<file path="config.mk">
export PLATFORM = sky130hd
export DESIGN_NAME = kof_input_ctrl
export DESIGN_NICKNAME = d
export VERILOG_FILES = /design/src/rtl/kof_input_ctrl.sv
export SDC_FILE = /design/constraint.sdc
export NUM_CORES = 1
export LEC_CHECK = 0
export BUFFER_PORTS_ARGS = -buffer_cell sky130_fd_sc_hd__buf_4
export CAP_MARGIN = 25
export CORE_MARGIN = 2
export CORE_UTILIZATION = 55
export CTS_CLUSTER_DIAMETER = 200
export CTS_CLUSTER_SIZE = 25
export DETAILED_ROUTE_END_ITERATION = 7
export PLACE_DENSITY = 0.77
export SETUP_SLACK_MARGIN = 0.2
export SYNTH_ARGS = -nofsm -noshare
export SYNTH_HDL_FRONTEND = slang
export SYNTH_SLANG_ARGS = --single-unit
</file>
<file path="constraint.sdc">
create_clock -name Clk -period 3.1 [get_ports Clk]
set_input_delay 0.155 -clock Clk [delete_from_list [all_inputs] [get_ports Clk]]
set_output_delay 0.155 -clock Clk [all_outputs]
set_load 0.1 [all_outputs]
</file>
<file path="src/rtl/kof_input_ctrl.sv">
// -----------------------------------------------------------------------------
// kof_input_ctrl
//
// Frame-synchronous player input stage. Once per video frame the eight USB HID
// keycode slots are captured, mapped onto two players' action bits, cleaned of
// contradictory directions, and presented as held levels, new-press levels and
// a per-player quarter-circle-forward + punch special-move flag. Every output
// changes only on the frame update cycle, so downstream motion logic sees a
// stable value for a whole frame.
//
// Build option:
//   INPUT_COMBO_EN  defined   -> combo FSMs are built, p1/p2_special are live.
//                   undefined -> no combo logic, p1/p2_special tied to 0.
//
// Parameters:
//   COMBO_WINDOW      max frames between combo steps before giving up (1..63)
//
// Ports:
//   Clk               system clock (100 MHz)
//   reset_rtl_0       synchronous active-low reset
//   keycode0          HID slots 0-3 (slot 0 = bits 7:0)
//   keycode1          HID slots 4-7
//   frame_clk         vsync level, asynchronous to Clk
//   p1_facing_right   P1 orientation (selects the forward direction)
//   p2_facing_right   P2 orientation
//   p1_held/p2_held   cleaned levels {kick,punch,down,up,right,left}
//   p1_pressed/...    held this frame and not held last frame
//   p1_special/...    special move completed this frame
//   frame_valid       one-cycle pulse when the outputs above were updated
//
// Frame pipeline (E0 = Clk edge that first samples frame_clk high):
//   E1 sync2 high, E2 tick registered, E3 keycodes captured,
//   E4 outputs updated and frame_valid high for one cycle.
// -----------------------------------------------------------------------------
module kof_input_ctrl #(
  parameter int unsigned COMBO_WINDOW = 12
) (
  input  logic        Clk,
  input  logic        reset_rtl_0,
  input  logic [31:0] keycode0,
  input  logic [31:0] keycode1,
  input  logic        frame_clk,
  input  logic        p1_facing_right,
  input  logic        p2_facing_right,
  output logic [5:0]  p1_held,
  output logic [5:0]  p2_held,
  output logic [5:0]  p1_pressed,
  output logic [5:0]  p2_pressed,
  output logic        p1_special,
  output logic        p2_special,
  output logic        frame_valid
);

  // Action bit positions inside a 6-bit action vector.
  localparam int unsigned BIT_LEFT  = 0;
  localparam int unsigned BIT_RIGHT = 1;
  localparam int unsigned BIT_UP    = 2;
  localparam int unsigned BIT_DOWN  = 3;

  localparam logic [7:0] ROLLOVER_CODE = 8'h01;

  // Fixed HID usage codes, [player][action]; player 0 = P1.
  // Each row is listed kick, punch, down, up, right, left (MSB first).
  localparam logic [1:0][5:0][7:0] KEY_MAP = {
    {8'h5A, 8'h59, 8'h51, 8'h52, 8'h4F, 8'h50},   // P2
    {8'h0E, 8'h0D, 8'h16, 8'h1A, 8'h07, 8'h04}    // P1
  };

  // ---------------------------------------------------------------------------
  // frame_clk synchronizer, rising-edge detector and capture pipeline
  // ---------------------------------------------------------------------------
  logic            sync1_q, sync2_q, edge_q;
  logic [1:0]      fill_q;     // marks which sync flops hold real samples
  logic            armed_q, armed_d;
  logic            tick_q, tick_d;
  logic            decode_q;
  logic [7:0][7:0] keys_q;

  // A rise only counts once frame_clk has been seen low after reset, so a
  // vsync already high at release does not produce a spurious tick.
  assign armed_d = armed_q | (fill_q[1] & ~sync2_q);
  assign tick_d  = armed_q & sync2_q & ~edge_q;

  always_ff @(posedge Clk) begin
    if (!reset_rtl_0) begin
      sync1_q  <= 1'b0;
      sync2_q  <= 1'b0;
      edge_q   <= 1'b0;
      fill_q   <= 2'b00;
      armed_q  <= 1'b0;
      tick_q   <= 1'b0;
      decode_q <= 1'b0;
      // NOTE: the capture register is only 64 bits, so it is reset like any
      // other flop; it would not be for a real RAM array.
      keys_q   <= '0;
    end else begin
      // NOTE: non-blocking assignments let every flop sample the pre-edge
      // value of its neighbour, which is what makes this a shift chain.
      sync1_q  <= frame_clk;
      sync2_q  <= sync1_q;
      edge_q   <= sync2_q;
      fill_q   <= {fill_q[0], 1'b1};
      armed_q  <= armed_d;
      tick_q   <= tick_d;
      decode_q <= tick_q;
      if (tick_q) begin
        keys_q <= {keycode1, keycode0};
      end
    end
  end

  // ---------------------------------------------------------------------------
  // Key decode and SOCD cleaning (operates on the captured slots)
  // ---------------------------------------------------------------------------
  logic [1:0][5:0] raw_keys;
  logic [1:0][5:0] clean_keys;
  logic            rollover;

  always_comb begin
    // NOTE: every variable gets a default before the loops so that no path
    // leaves it unassigned and no latch is inferred.
    raw_keys = '0;
    rollover = 1'b0;
    for (int s = 0; s < 8; s++) begin
      if (keys_q[s] == ROLLOVER_CODE) begin
        rollover = 1'b1;
      end
      for (int p = 0; p < 2; p++) begin
        for (int b = 0; b < 6; b++) begin
          if (keys_q[s] == KEY_MAP[p][b]) begin
            raw_keys[p][b] = 1'b1;
          end
        end
      end
    end
  end

  // Left+right cancels both; up+down keeps down (crouch wins over jump).
  always_comb begin
    clean_keys = raw_keys;
    for (int p = 0; p < 2; p++) begin
      if (raw_keys[p][BIT_LEFT] && raw_keys[p][BIT_RIGHT]) begin
        clean_keys[p][BIT_LEFT]  = 1'b0;
        clean_keys[p][BIT_RIGHT] = 1'b0;
      end
      if (raw_keys[p][BIT_UP] && raw_keys[p][BIT_DOWN]) begin
        clean_keys[p][BIT_UP] = 1'b0;
      end
    end
  end

  // ---------------------------------------------------------------------------
  // Held / pressed output registers
  // ---------------------------------------------------------------------------
  logic [1:0][5:0] held_q, held_d;
  logic [1:0][5:0] pressed_q, pressed_d;
  logic            frame_valid_q;
  logic            update;

  // A rollover frame still pulses frame_valid but changes no state.
  assign update    = decode_q & ~rollover;
  assign held_d    = clean_keys;
  assign pressed_d = clean_keys & ~held_q;

  always_ff @(posedge Clk) begin
    if (!reset_rtl_0) begin
      held_q        <= '0;
      pressed_q     <= '0;
      frame_valid_q <= 1'b0;
    end else begin
      frame_valid_q <= decode_q;
      if (update) begin
        held_q    <= held_d;
        pressed_q <= pressed_d;
      end
    end
  end

  assign p1_held     = held_q[0];
  assign p2_held     = held_q[1];
  assign p1_pressed  = pressed_q[0];
  assign p2_pressed  = pressed_q[1];
  assign frame_valid = frame_valid_q;

`ifdef INPUT_COMBO_EN
  // ---------------------------------------------------------------------------
  // Quarter-circle-forward + punch detector, one per player
  // ---------------------------------------------------------------------------
  typedef enum logic [1:0] {
    COMBO_IDLE,
    COMBO_DOWN,
    COMBO_DOWNFWD
  } combo_state_e;

  localparam int unsigned     BIT_PUNCH = 4;
  localparam int unsigned     CNT_W     = $clog2(COMBO_WINDOW + 1) + 1;
  localparam logic [CNT_W-1:0] CNT_MAX   = '1;
  localparam logic [CNT_W-1:0] CNT_LIMIT = CNT_W'(COMBO_WINDOW);

  combo_state_e     state_q [2];
  combo_state_e     state_d [2];
  logic [CNT_W-1:0] cnt_q   [2];
  logic [CNT_W-1:0] cnt_d   [2];
  logic [CNT_W-1:0] cnt_inc [2];
  logic [1:0]       facing;
  logic [1:0]       fwd_held, back_held, punch_new, timeout;
  logic [1:0]       fire_d;
  logic [1:0]       special_q;

  assign facing = {p2_facing_right, p1_facing_right};

  always_comb begin
    for (int p = 0; p < 2; p++) begin
      fwd_held[p]  = facing[p] ? clean_keys[p][BIT_RIGHT] : clean_keys[p][BIT_LEFT];
      back_held[p] = facing[p] ? clean_keys[p][BIT_LEFT]  : clean_keys[p][BIT_RIGHT];
      punch_new[p] = pressed_d[p][BIT_PUNCH];
      // Saturating frame count since the current state was entered.
      cnt_inc[p]   = (cnt_q[p] == CNT_MAX) ? cnt_q[p] : cnt_q[p] + 1'b1;
      timeout[p]   = (cnt_inc[p] > CNT_LIMIT);
    end
  end

  // Back input and window expiry abort before any forward step or fire is
  // considered; the fire can only happen from DOWNFWD, so a punch in the same
  // frame that reaches DOWNFWD never fires.
  always_comb begin
    for (int p = 0; p < 2; p++) begin
      state_d[p] = state_q[p];
      cnt_d[p]   = cnt_q[p];
      fire_d[p]  = 1'b0;
      if (update) begin
        case (state_q[p])
          COMBO_IDLE: begin
            if (clean_keys[p][BIT_DOWN]) begin
              state_d[p] = COMBO_DOWN;
              cnt_d[p]   = '0;
            end
          end
          COMBO_DOWN: begin
            if (back_held[p] || timeout[p]) begin
              state_d[p] = COMBO_IDLE;
              cnt_d[p]   = '0;
            end else if (fwd_held[p]) begin
              state_d[p] = COMBO_DOWNFWD;
              cnt_d[p]   = '0;
            end else begin
              cnt_d[p]   = cnt_inc[p];
            end
          end
          COMBO_DOWNFWD: begin
            if (back_held[p] || timeout[p]) begin
              state_d[p] = COMBO_IDLE;
              cnt_d[p]   = '0;
            end else if (punch_new[p]) begin
              state_d[p] = COMBO_IDLE;
              cnt_d[p]   = '0;
              fire_d[p]  = 1'b1;
            end else begin
              cnt_d[p]   = cnt_inc[p];
            end
          end
          default: begin
            state_d[p] = COMBO_IDLE;
            cnt_d[p]   = '0;
          end
        endcase
      end
    end
  end

  always_ff @(posedge Clk) begin
    if (!reset_rtl_0) begin
      for (int p = 0; p < 2; p++) begin
        state_q[p] <= COMBO_IDLE;
        cnt_q[p]   <= '0;
      end
      special_q <= '0;
    end else begin
      for (int p = 0; p < 2; p++) begin
        state_q[p] <= state_d[p];
        cnt_q[p]   <= cnt_d[p];
      end
      if (update) begin
        special_q <= fire_d;
      end
    end
  end

  assign p1_special = special_q[0];
  assign p2_special = special_q[1];
`else
  // Orientation and window only matter to the combo detector.
  localparam int unsigned unused_combo_window = COMBO_WINDOW;
  logic unused_facing;

  assign unused_facing = p1_facing_right ^ p2_facing_right;
  assign p1_special    = 1'b0;
  assign p2_special    = 1'b0;
`endif

endmodule

</file>
# --- After elaboration in Yosys (flattened, before gate mapping) ---
# Index checks and enable logic that the tools add are counted.
# W data, S select, Z words.
totals:
  output_inout_bits: 27
  ff_bits: 97
classes:
  eq_ne: 104
  n_reduce_logical: 4
  bitwise_logic: 10
  muxes: 109
ops:
  columns: ["operator", "n"]
  rows:
  - ["$eq A8 B7 Y1 const B", 48]
  - ["$eq A8 B3 Y1 const B", 16]
  - ["$eq A8 B4 Y1 const B", 16]
  - ["$eq A8 B5 Y1 const B", 16]
  - ["$mux W1", 107]
  - ["$eq A8 B1 Y1 const B", 8]
  - ["$and A12 B12 Y12", 1]
  - ["$not A12 Y12", 1]
  - ["$and A1 B1 Y1", 4]
  - ["$logic_and A1 B1 Y1", 4]
  - ["$mux W2", 2]
  - ["$not A1 Y1", 3]
  - ["$or A1 B1 Y1", 1]

# --- Depth between registers and ports, before layout ---
# Gate-level depths: netlist of run 1.
logic_depth:
  word_depth: 12
  depth_mapped: 9

# --- Least setup slack after synthesis of run 1 ---
# OpenSTA, ideal clock, no wires.
synth_timing:
  path_kind: "reg-to-reg"
  start: "register keys_q[17] in the netlist's numbering"
  end: "register held_q, in the netlist p1_held[1]"
  path_slack_ns: 0.922
  arrival_ns: 2.062
  setup_time_ns: 0.116
  path_stages_with_launch: 9
  n_path_buf: 2
  path_cell_list: "dfxtp_1 > buf_6 > or4b_1 > or4_1 > and4_4 > nand3_2 > buf_6 > nand4b_1 > a21bo_1"
synth_between:
  elab_chain_len: 9
  elab_cells_between_ends: 25
  classes_between: "eq/ne: 3; mux: 19; bitwise: 2; reduce/logical: 1"
synth_lines:
  columns: ["element", "line", "rtl"]
  rows:
  - ["start: declaration", "77", "logic [7:0][7:0] keys_q;"]
  - ["start signal: assignment", "107", "keys_q <= {keycode1, keycode0};"]
  - ["$eq A8 B3 Y1 / $eq A8 B1 Y1 (equally long branches)", "130, 125", null]
  - ["$mux W1 (on tied branches) (6 in a row)", "130, 125", null]
  - ["$logic_and A1 B1 Y1 / $not A1 Y1 (equally long branches)", "142, 161", null]
  - ["$mux W2 / $and A1 B1 Y1 (equally long branches)", "142, 161", null]
  - ["end signal: assignment", "173", "held_q <= held_d;"]
  - ["end: declaration", "155", "logic [1:0][5:0] held_q, held_d;"]
# Parallel ways exist; a longest one is shown, timed or not.
# A chain may end at the register's enable or synchronous reset.

# --- Final worst setup path of run 1 ---
layout_timing:
  start: "register keys_q[16] in the netlist's numbering"
  end: "register held_q, in the netlist p2_held[0]"
layout_between:
  elab_chain_len: 9
  elab_cells_between_ends: 25
  classes_between: "eq/ne: 3; mux: 19; bitwise: 2; reduce/logical: 1"
layout_lines:
  columns: ["element", "line"]
  rows:
  - ["$eq A8 B7 Y1 / $eq A8 B1 Y1 (equally long branches)", "130, 125"]
  - ["$mux W1 (on tied branches) (6 in a row)", "130, 125"]
  - ["$logic_and A1 B1 Y1 / $not A1 Y1 (equally long branches)", "142, 161"]
  - ["$mux W2 / $and A1 B1 Y1 (equally long branches)", "142, 161"]
# Parallel ways exist; a longest one is shown, timed or not.

==> flow_summary.toml, run 1 <==
[worst_setup_path]
critPathMaxFanout = 29
worstSetupStartpointType = "flip-flop"
cp-end-kind = "flip-flop"
worst-setup-path-type = "flip-flop to flip-flop"
r2r-end = "p2_held[0]"
regToRegSetupSlack_ns = 0.52
arrival_ns = 2.85
rr_worst_depth = 6
worstPathRequired_ns = 3.37
timing.rr.start = "keys_q[16]"

[clocking]
cts_tree = "done"
cts_max_level = 3
numCtsBuffers = 9
post_cts_buffers = 0
cts_num_sinks = 97
clock-root-buffer = "clkbuf_8"
clk-insertion-delay-late_ns = 0.37
clock_path_buffers = 2
cts_hold_buf = 1
cts.clk_slew.worst_paths_ns = 0.10
cts_resized = 0

[timing]
rsz0062_at_grt = "no"
holdWs_ns = 0.0125
finalHoldViolCount = 0
setup_viol = 0
tightest_slew_ns = 0.840
tns_ns = 0
setup_ws_ns = 0.520
drv_slew = 0
finalClockSkew_ns = 0.00910
finalCritPeriodShare = 0.832
fin_crit_ns = 2.58
max_freq_mhz = 388
slew_headroom = 0.432

[worst_hold_path]
worst_hold_path.num_cells = 3
hold_start = "keycode1[11]"
hold_end = "keys_q[43]"
hold_class = "input pin to flip-flop"

[detailed_routing]
vias = 4553
wl_per_cell_um = 18.0
firstDrtPassIters = 5
wirelength_mm = 13.4
via_per_inst = 6.12
remaining_drc_errors = 0
drt_iter0_markers = 328
antenna_left = 0

[grt]
grt_first_pass_wirelength_mm = 20.8
grt.total_usage = 0.273
grt.overflow.total = 0
grt_start_max_net_pins = 66
grt_pass1_vias = 4128
antenna_found_initial = 0

[synthesis]
synth-main-ff-cell = "dfxtp_1"
synthArstFlopShare = 0
ys_types = 53
synth.largest_area_cell = "dfxtp_1"
synthCells = 545
avgSynthCellArea_um2 = 8.89
synth-seq-cells = 97
synth-seq-area-share = 0.401
synth-edff-count = 0
yosysWarnings = 0
synth_top_area_frac = 0.401
synth_area_um2 = 4840
synth_top_cells_by_area = "dfxtp_1 40%, mux2i_1 13%, nor2_1 6.9%"

[placed_design]
placedCellCount = 726
dp_hpwl_mm = 10.2
pre_cts_slack_ns = 0.554
numPortBuffers = 91
place.gp.congestion = 1.00
place_area_um2 = 5590

[floorplanning]
fp.dieW_um = 97.9
start_util = 0.561
rows = 34
die_area_um2 = 9580
ios = 96
die_h_um = 97.9
coreArea_um2 = 8640

[power]
p_per_area_nw_per_um2 = 402
pwr-share-seq = 0.536
power.internal_mw = 1.81
leakagePower_nw = 2.10
ir_drop_mv = 0.259
combPwrFrac = 0.057
power_frac_clock = 0.407
p_sw_mw = 0.542
swShare = 0.230
power.total_mw = 2.36

[layout]
final_common_cell = "buf_4"
fin_nets = 700
antenna_cells = 0
area_growth_syn_to_layout_pct = 21.0
fin_cells = 744
utilization = 0.679
post_route_cells_drive_above_1_share = 0.201
final_cell_mix = "98 x buf_4, 96 x dfxtp_1, 89 x nor2_1, 64 x mux2i_1, 32 x nand3_1"
final_area_um2 = 5860

[outcome]
status = "finished, final reports clean"

[job]
maxCapViolCount = 0
cell usage after synthesis (all sizes together) (3+ instances only):
cell type and n:
dfxtp 97, nor2 90, mux2i 64, nand3 33, nand4 29, nor2b 26, nand2 22, nor4b 18
buf 15, nor4 12, o21ai 12, clkbuf 11, nand4b 8, nor4bb 8, and2 7, inv 7
and3 5, nor3 5, or4 5, a21oi 4, a22o 4, a31oi 4, a32oi 4, and4 4
nand4bb 4, o31ai 4, or4b 4, a22oi 3, a32o 3, nand2b 3, nand3b 3, nor3b 3
o22ai 3, o2bb2ai 3, or3b 3
metal layers:
layer	track usage	vias to the layer above	part of all wire	wire length, µm
met2	0.445	203	0.46	6090
met1	0.361	2110	0.44	5900
met5	0	-	0	0
met3	0.0458	37	0.068	914
met4	0.113	0	0.035	467
li1	-	2203	-	-
power by group through the flow:
stage / registers [mW] / clock network [mW] / logic (mW)
after floorplan: 1.29 / 0 / 0.0601
after global placement: 1.29 / 0 / 0.127
after detailed placement: 1.29 / 0 / 0.130
after CTS: 1.27 / 0.975 / 0.132
after global routing: 1.27 / 1.02 / 0.144
final: 1.26 / 0.959 / 0.134
critical path, stage by stage, from the launching register on:
cell	delay, ns
dfxtp_1	0.47
or4b_1	0.50
or4_1	0.51
and4_4	0.21
nand3_2	0.35
or4_1	0.22
a21bo_2	0.22
final cells by class:
class,count,area (µm²)
well taps,108,135
inverters,7,26.3
clock inverters,6,97.6
fillers,718,2780
multi-input cells,416,2750
clock buffers,10,138
flip-flops and latches,97,1950
repair buffers,100,773
worst max path at each step:
| stage | startpoint | endpoint |
|---|---|---|
| 2_1_floorplan | keys_q[17] | p1_held[1] |
| 4_1_cts | keys_q[17] | p2_held[0] |
| 5_1_grt | keys_q[16] | p2_held[0] |
| 6_report | keys_q[16] | p2_held[0] |
| 3_5_place_dp | keys_q[16] | p2_held[0] |
| 3_3_place_gp | keys_q[17] | p2_held[0] |
logic make-up (layout without fill, tap and decap cells):
logic type,after synthesis,after routing,share of synthesized area
AOI/OAI and AO/OA,54,54,0.0819
buffers and inverters,33,123,0.0333
DFF,97,97,0.401
muxes,64,64,0.132
other,1,2,0.000774
and+or+nand+nor,296,296,0.351
sequential cells by signal, indices dropped and copies added, names as in the netlist:
| name | flops |
|---|---|
| keys_q | 64 |
| p1_held | 6 |
| p1_pressed | 6 |
| p2_held | 6 |
| p2_pressed | 6 |
| fill_q | 2 |
| armed_q | 1 |
| decode_q | 1 |
| edge_q | 1 |
| frame_valid | 1 |
| sync1_q | 1 |
| sync2_q | 1 |
| tick_q | 1 |
Note: power is estimated with default switching activity, not from simulation.
==> run 2, diff against run 1 <==
--- a/config.mk
+++ b/config.mk
@@ -5,14 +5,15 @@
 export SDC_FILE = /design/constraint.sdc
 export NUM_CORES = 1
 export LEC_CHECK = 0
+export ABC_AREA = 1
 export BUFFER_PORTS_ARGS = -buffer_cell sky130_fd_sc_hd__buf_4
 export CAP_MARGIN = 25
 export CORE_MARGIN = 2
-export CORE_UTILIZATION = 55
+export CORE_UTILIZATION = 51
 export CTS_CLUSTER_DIAMETER = 200
 export CTS_CLUSTER_SIZE = 25
 export DETAILED_ROUTE_END_ITERATION = 7
-export PLACE_DENSITY = 0.77
+export PLACE_DENSITY = 0.74
 export SETUP_SLACK_MARGIN = 0.2
 export SYNTH_ARGS = -nofsm -noshare
 export SYNTH_HDL_FRONTEND = slang
==> constraint.sdc (replaced) <==
create_clock -name Clk -period 2.2 [get_ports Clk]
set_input_delay 0.11 -clock Clk [delete_from_list [all_inputs] [get_ports Clk]]
set_output_delay 0.11 -clock Clk [all_outputs]
set_load 0.1 [all_outputs]
==> run 2 against run 1 <==
Net effect: register-to-register slack worse by 0.097 ns; clock skew grew 0.0095 ns; synthesized cell count rose by 66%; non-clock buffer count rose by 6; cell count is 52% higher; worst hold slack about the same; sequential power increased by 42%; final area increased by 11%; area after synthesis up 12%; die area up 20%; clock power rose by 38%; total power is 43% higher; critical endpoint unchanged.
==> flow_summary.toml, run 2 <==
[detailed_routing]
firstDrtPassIters = 5
via_per_inst = 4.86
antenna_left = 0
wl_per_cell_um = 12.2
vias = 5507
drt_iter0_markers = 260
wirelength_mm = 13.9
remaining_drc_errors = 0

[layout]
final_common_cell = "nand2_1"
largest-register = "keys_q"
area_growth_syn_to_layout_pct = 19.9
final_cell_mix = "216 x nand2_1, 188 x nor2_1, 112 x inv_1, 97 x dfxtp_1, 94 x buf_4"
largest_reg_flops = 64
n_fill_cell = 1071
post_route_cells_drive_above_1_share = 0.152
utilization = 0.632
fin_nets = 1062
antenna_cells = 0
fin_cells = 1134
final_area_um2 = 6520

[grt]
grt_pass1_vias = 4970
antenna_found_initial = 0
grt.total_usage = 0.249
grt_first_pass_wirelength_mm = 22.9
grt_start_max_net_pins = 94
grt.overflow.total = 0

[synthesis]
synth_area_um2 = 5440
synth-simple-area-share = 0.387
synthXorXnorAreaFrac = 0
synthCells = 905
synth_top_family_by_area = "simple AND/OR/NAND/NOR gates"
synth-edff-count = 0
synth_top_area_frac = 0.357
synth-seq-area-share = 0.357
yosysMostFrequentCell = "nand2_1"
ys_types = 27
synthMuxAreaShare = 0
synth_top_cells_by_area = "dfxtp_1 36%, nand2_1 15%, nor2_1 13%"
avgSynthCellArea_um2 = 6.01
synth-seq-cells = 97
synthArstFlopShare = 0
synthAdderAreaFrac = 0
synth-main-ff-cell = "dfxtp_1"
yosysWarnings = 0
synth_compound_area_frac = 0.143
synth.largest_area_cell = "dfxtp_1"
synthTopCellsByCount = "216 x nand2_1, 188 x nor2_1, 113 x inv_1, 97 x dfxtp_1, 78 x a21oi_1"

[power]
p_per_area_nw_per_um2 = 515
leakagePower_nw = 2.99
power.total_mw = 3.36
ir_drop_mv = 0.458

[worst_setup_path]
startpoint = "keys_q[14]"
path_cells = "nor2_2, nand2_2, clkinv_1, nand3_1, nand3b_1, nor2_4, nand3_1, a21oi_1"
crit_buf_inv = 1
timing.rr.start = "keys_q[14]"
critPathMaxFanout = 22
worstSetupStartpointType = "flip-flop"
critPathMaxStageDelay_ns = 0.43
worstPathRequired_ns = 2.49
cp-end-kind = "flip-flop"
arrival_ns = 2.07
worst-setup-path-type = "flip-flop to flip-flop"
critPathTopFamily = "simple AND/OR/NAND/NOR gates"
slowest_stage = "dfxtp_1"
cpMostUsedCell = "nand3_1"

[timing]
setup_viol = 0
tns_ns = 0
finalCritPeriodShare = 0.808
drv_slew = 0
fin_crit_ns = 1.78
finalHoldViolCount = 0
rsz0062_at_grt = "no"
finalClockSkew_ns = 0.0186
holdWs_ns = 0.0126
setup_ws_ns = 0.423
slew_headroom = 0.493
max_freq_mhz = 563
tightest_slew_ns = 0.760

[placed_design]
numPortBuffers = 91
placedCellCount = 1107
pre_cts_slack_ns = 0.478
dp_hpwl_mm = 10.5
place_area_um2 = 6190
place.gp.congestion = 0.935

[floorplanning]
coreArea_um2 = 10300
die_h_um = 107
rows = 37
die_area_um2 = 11500
ios = 96
start_util = 0.527
fp.dieW_um = 107

[clocking]
cts_num_sinks = 97
numCtsBuffers = 9
cts_resized = 0
cts_tree = "done"
post_cts_buffers = 0
cts_hold_buf = 11
cts_max_level = 3
clock_path_buffers = 2
cts.clk_slew.worst_paths_ns = 0.10
clk-insertion-delay-late_ns = 0.38
clock-root-buffer = "clkbuf_8"

[job]
maxCapViolCount = 0

[outcome]
status = "finished, final reports clean"

[worst_hold_path]
hold_class = "input pin to flip-flop"
hold_start = "keycode1[6]"
-- run 2: cell types whose count changed after synthesis, sizes merged, moves of 8 or more --
cell	previous run	this run
nand4b	8	0
nand2	22	223
nor2b	26	0
nand3	33	45
nor2	90	209
nor4bb	8	0
nand4	29	15
a21oi	4	80
o21ai	12	71
nor4	12	0
mux2i	64	0
clkbuf	11	21
inv	7	121
nor4b	18	0
-- run 2: cell families after synthesis --
group | Yosys count
flip-flops | 97
other | 1
AO/OA/AOI/OAI | 153
AND/OR/NAND/NOR | 502
buffers and inverters | 152
-- run 2: final cells by class --
type / count / area [µm²] / area share
Multi-Input combinational cell: 657 / 2890 / 0.443
Sequential cell: 97 / 1940 / 0.298
Timing Repair Buffer: 106 / 836 / 0.128
Inverter: 122 / 458 / 0.0702
Tap cell: 136 / 170 / 0.0261
Clock buffer: 9 / 124 / 0.0190
Clock inverter: 7 / 98.8 / 0.0152
-- run 2: worst min-delay path: stages --
cell and delay, ns:
buf_4 0.07, o21ai_0 0.07, a21oi_1 0.10
-- run 2: worst paths after layout --
path,endpoint,slack (ns),cells past startpoint
min,keys_q[38],0.01,3
max reg2reg,p2_held[0],0.42,8
min reg2reg,sync2_q,0.41,2
max,p2_held[0],0.42,8
-- run 2: layer usage --
metal / global-route usage / wire (µm) / vias to the layer above
li1: - / - / 2991
met1: 0.353 / 6920 / 2351
met2: 0.385 / 5950 / 143
met3: 0.0357 / 708 / 22
met4: 0.0881 / 300 / 0
met5: 0 / 0 / -
-- run 2: power breakdown --
group / internal (mW) / total, mW / switching, mW
sequential: 1.77 / 1.79 / 0.0152
clock: 0.651 / 1.32 / 0.668
combinational: 0.123 / 0.253 / 0.129
total: 2.55 / 3.36 / 0.813
==> run 3, diff against run 2 <==
==> constraint.sdc (replaced) <==
create_clock -name Clk -period 1.51 [get_ports Clk]
set_input_delay 0.0755 -clock Clk [delete_from_list [all_inputs] [get_ports Clk]]
set_output_delay 0.0755 -clock Clk [all_outputs]
set_load 0.1 [all_outputs]
==> run 3 against run 2 <==
Net effect: the run now ends with hold timing, setup timing left; die area stayed put; count of clock-buffer cells in the layout stayed put; flip-flop and latch count unchanged; critical path type unchanged; largest cell class unchanged.
==> flow_summary.toml, run 3 (synthesis results as in run 2) <==
[outcome]
status = "complete, but fails checks"
violations = "hold timing, setup timing"

[floorplanning]
die_h_um = 107
rows = 37
start_util = 0.527
coreArea_um2 = 10300
ios = 96
die_area_um2 = 11500
fp.dieW_um = 107

[worst_setup_path]
worstPathRequired_ns = 1.81
arrival_ns = 1.83
cp-end-kind = "flip-flop"
worstSetupStartpointType = "flip-flop"
worst-setup-path-type = "flip-flop to flip-flop"
critPathMaxFanout = 8

[timing]
finalClockSkew_ns = 0.0118
setup_ws_ns = -0.0192
slew_headroom = 0.498
finalCritPeriodShare = 1.01
finalHoldViolCount = 4
setup_viol = 2
max_freq_mhz = 654
drv_slew = 0
tightest_slew_ns = 0.751
rsz0062_at_grt = "yes"
holdWs_ns = -0.00797
tns_ns = -0.0201
fin_crit_ns = 1.53

[layout]
final_cell_mix = "185 x nand2_1, 148 x buf_4, 121 x nor2_1, 105 x inv_1, 78 x a21oi_1"
post_route_cells_drive_above_1_share = 0.360
fin_cells = 1240
area_growth_syn_to_layout_pct = 47.7
antenna_cells = 0
final_area_um2 = 8030
largest-register = "keys_q"
final_common_cell = "nand2_1"
largest_reg_flops = 64
fin_nets = 1168

[clocking]
cts_tree = "done"
clk-insertion-delay-late_ns = 0.38
cts_num_sinks = 97
clock-root-buffer = "clkbuf_8"
cts_max_level = 3
clock_path_buffers = 2
cts.clk_slew.worst_paths_ns = 0.10
numCtsBuffers = 9

[power]
leakagePower_nw = 3.58
pwr-share-seq = 0.525
ir_drop_mv = 0.417
p_sw_mw = 1.29
power_frac_clock = 0.368
combPwrFrac = 0.107
swShare = 0.260
p_per_area_nw_per_um2 = 615
power.internal_mw = 3.66

[detailed_routing]
antenna_left = 0
via_per_inst = 5.04
firstDrtPassIters = 5
drt_iter0_markers = 411
wl_per_cell_um = 13.4
wirelength_mm = 16.7
vias = 6248
remaining_drc_errors = 0

[placed_design]
placedCellCount = 1162
numPortBuffers = 91
place_area_um2 = 6660
dp_hpwl_mm = 11.3
place.gp.congestion = 1.01

[grt]
grt.overflow.total = 0
grt_pass1_vias = 5849
antenna_found_initial = 0
grt_start_max_net_pins = 58
grt_first_pass_wirelength_mm = 27.2
grt.total_usage = 0.297

[job]
maxCapViolCount = 0

[worst_hold_path]
hold_class = "input pin to flip-flop"
[run 3: per-stage QoR]
stage,setup slack (ns),power [mW],utilization
3_3_place_gp,-0.0999,3.04,0.645
5_1_grt,-0.101,5.12,0.778
3_5_place_dp,-0.131,3.04,0.645
4_1_cts,0.0435,4.95,0.754
6_report,-0.0192,4.94,0.778
2_1_floorplan,0.186,2.85,-
[run 3: layer usage]
layer,part of all wire,up-vias,global-route usage,wire [µm]
met1,0.44,2747,0.398,7390
met3,0.060,44,0.0375,1000
met2,0.47,232,0.489,7760
met5,0,-,0,0
met4,0.031,0,0.109,525
li1,-,3225,-,-
[run 3: final cells by class]
| cell class | count | area (µm²) |
|---|---|---|
| multi-input combinational | 660 | 3370 |
| tap | 136 | 170 |
| timing repair buffer | 209 | 1770 |
| clock inverter | 7 | 86.3 |
| sequential | 97 | 2050 |
| inverter | 122 | 465 |
| clock buffer | 9 | 124 |
| fill | 776 | 2290 |
[run 3: power by group through the flow]
stage,sequential (mW),clock [mW],combinational (mW)
2_1_floorplan,2.66,0,0.188
3_3_place_gp,2.66,0,0.374
3_5_place_dp,2.66,0,0.378
4_1_cts,2.60,1.84,0.505
5_1_grt,2.60,1.94,0.579
6_report,2.60,1.82,0.529
[run 3: worst max-delay path: stages (launching register included)]
cell and delay, ns:
dfxtp_1 0.32, nor2_1 0.19, nand2_2 0.15, o21ai_1 0.20
nor3_2 0.07, nand2_4 0.17, buf_12 0.16, nand2_1 0.06
a21oi_1 0.12
[run 3: worst paths after layout]
check,startpoint,to,slack [ns],depth (start not counted)
setup / recovery,keys_q[63],p1_pressed[2],-0.02,8
hold reg to reg,edge_q,tick_q,0.40,1
setup reg to reg,keys_q[63],p1_pressed[2],-0.02,8
hold / removal,keycode0[26],keys_q[26],-0.008,3
[run 3: repair_timing]
action / CTS / global route
buffers inserted: 7 / 3
hold buffers: 49 / 0
gates resized for setup: 143 / 83
endpoints found under the hold margin: 49 / 0
cloned: 3 / 0
pin swaps: 35 / 34
endpoints found under the setup margin: 24 / 27
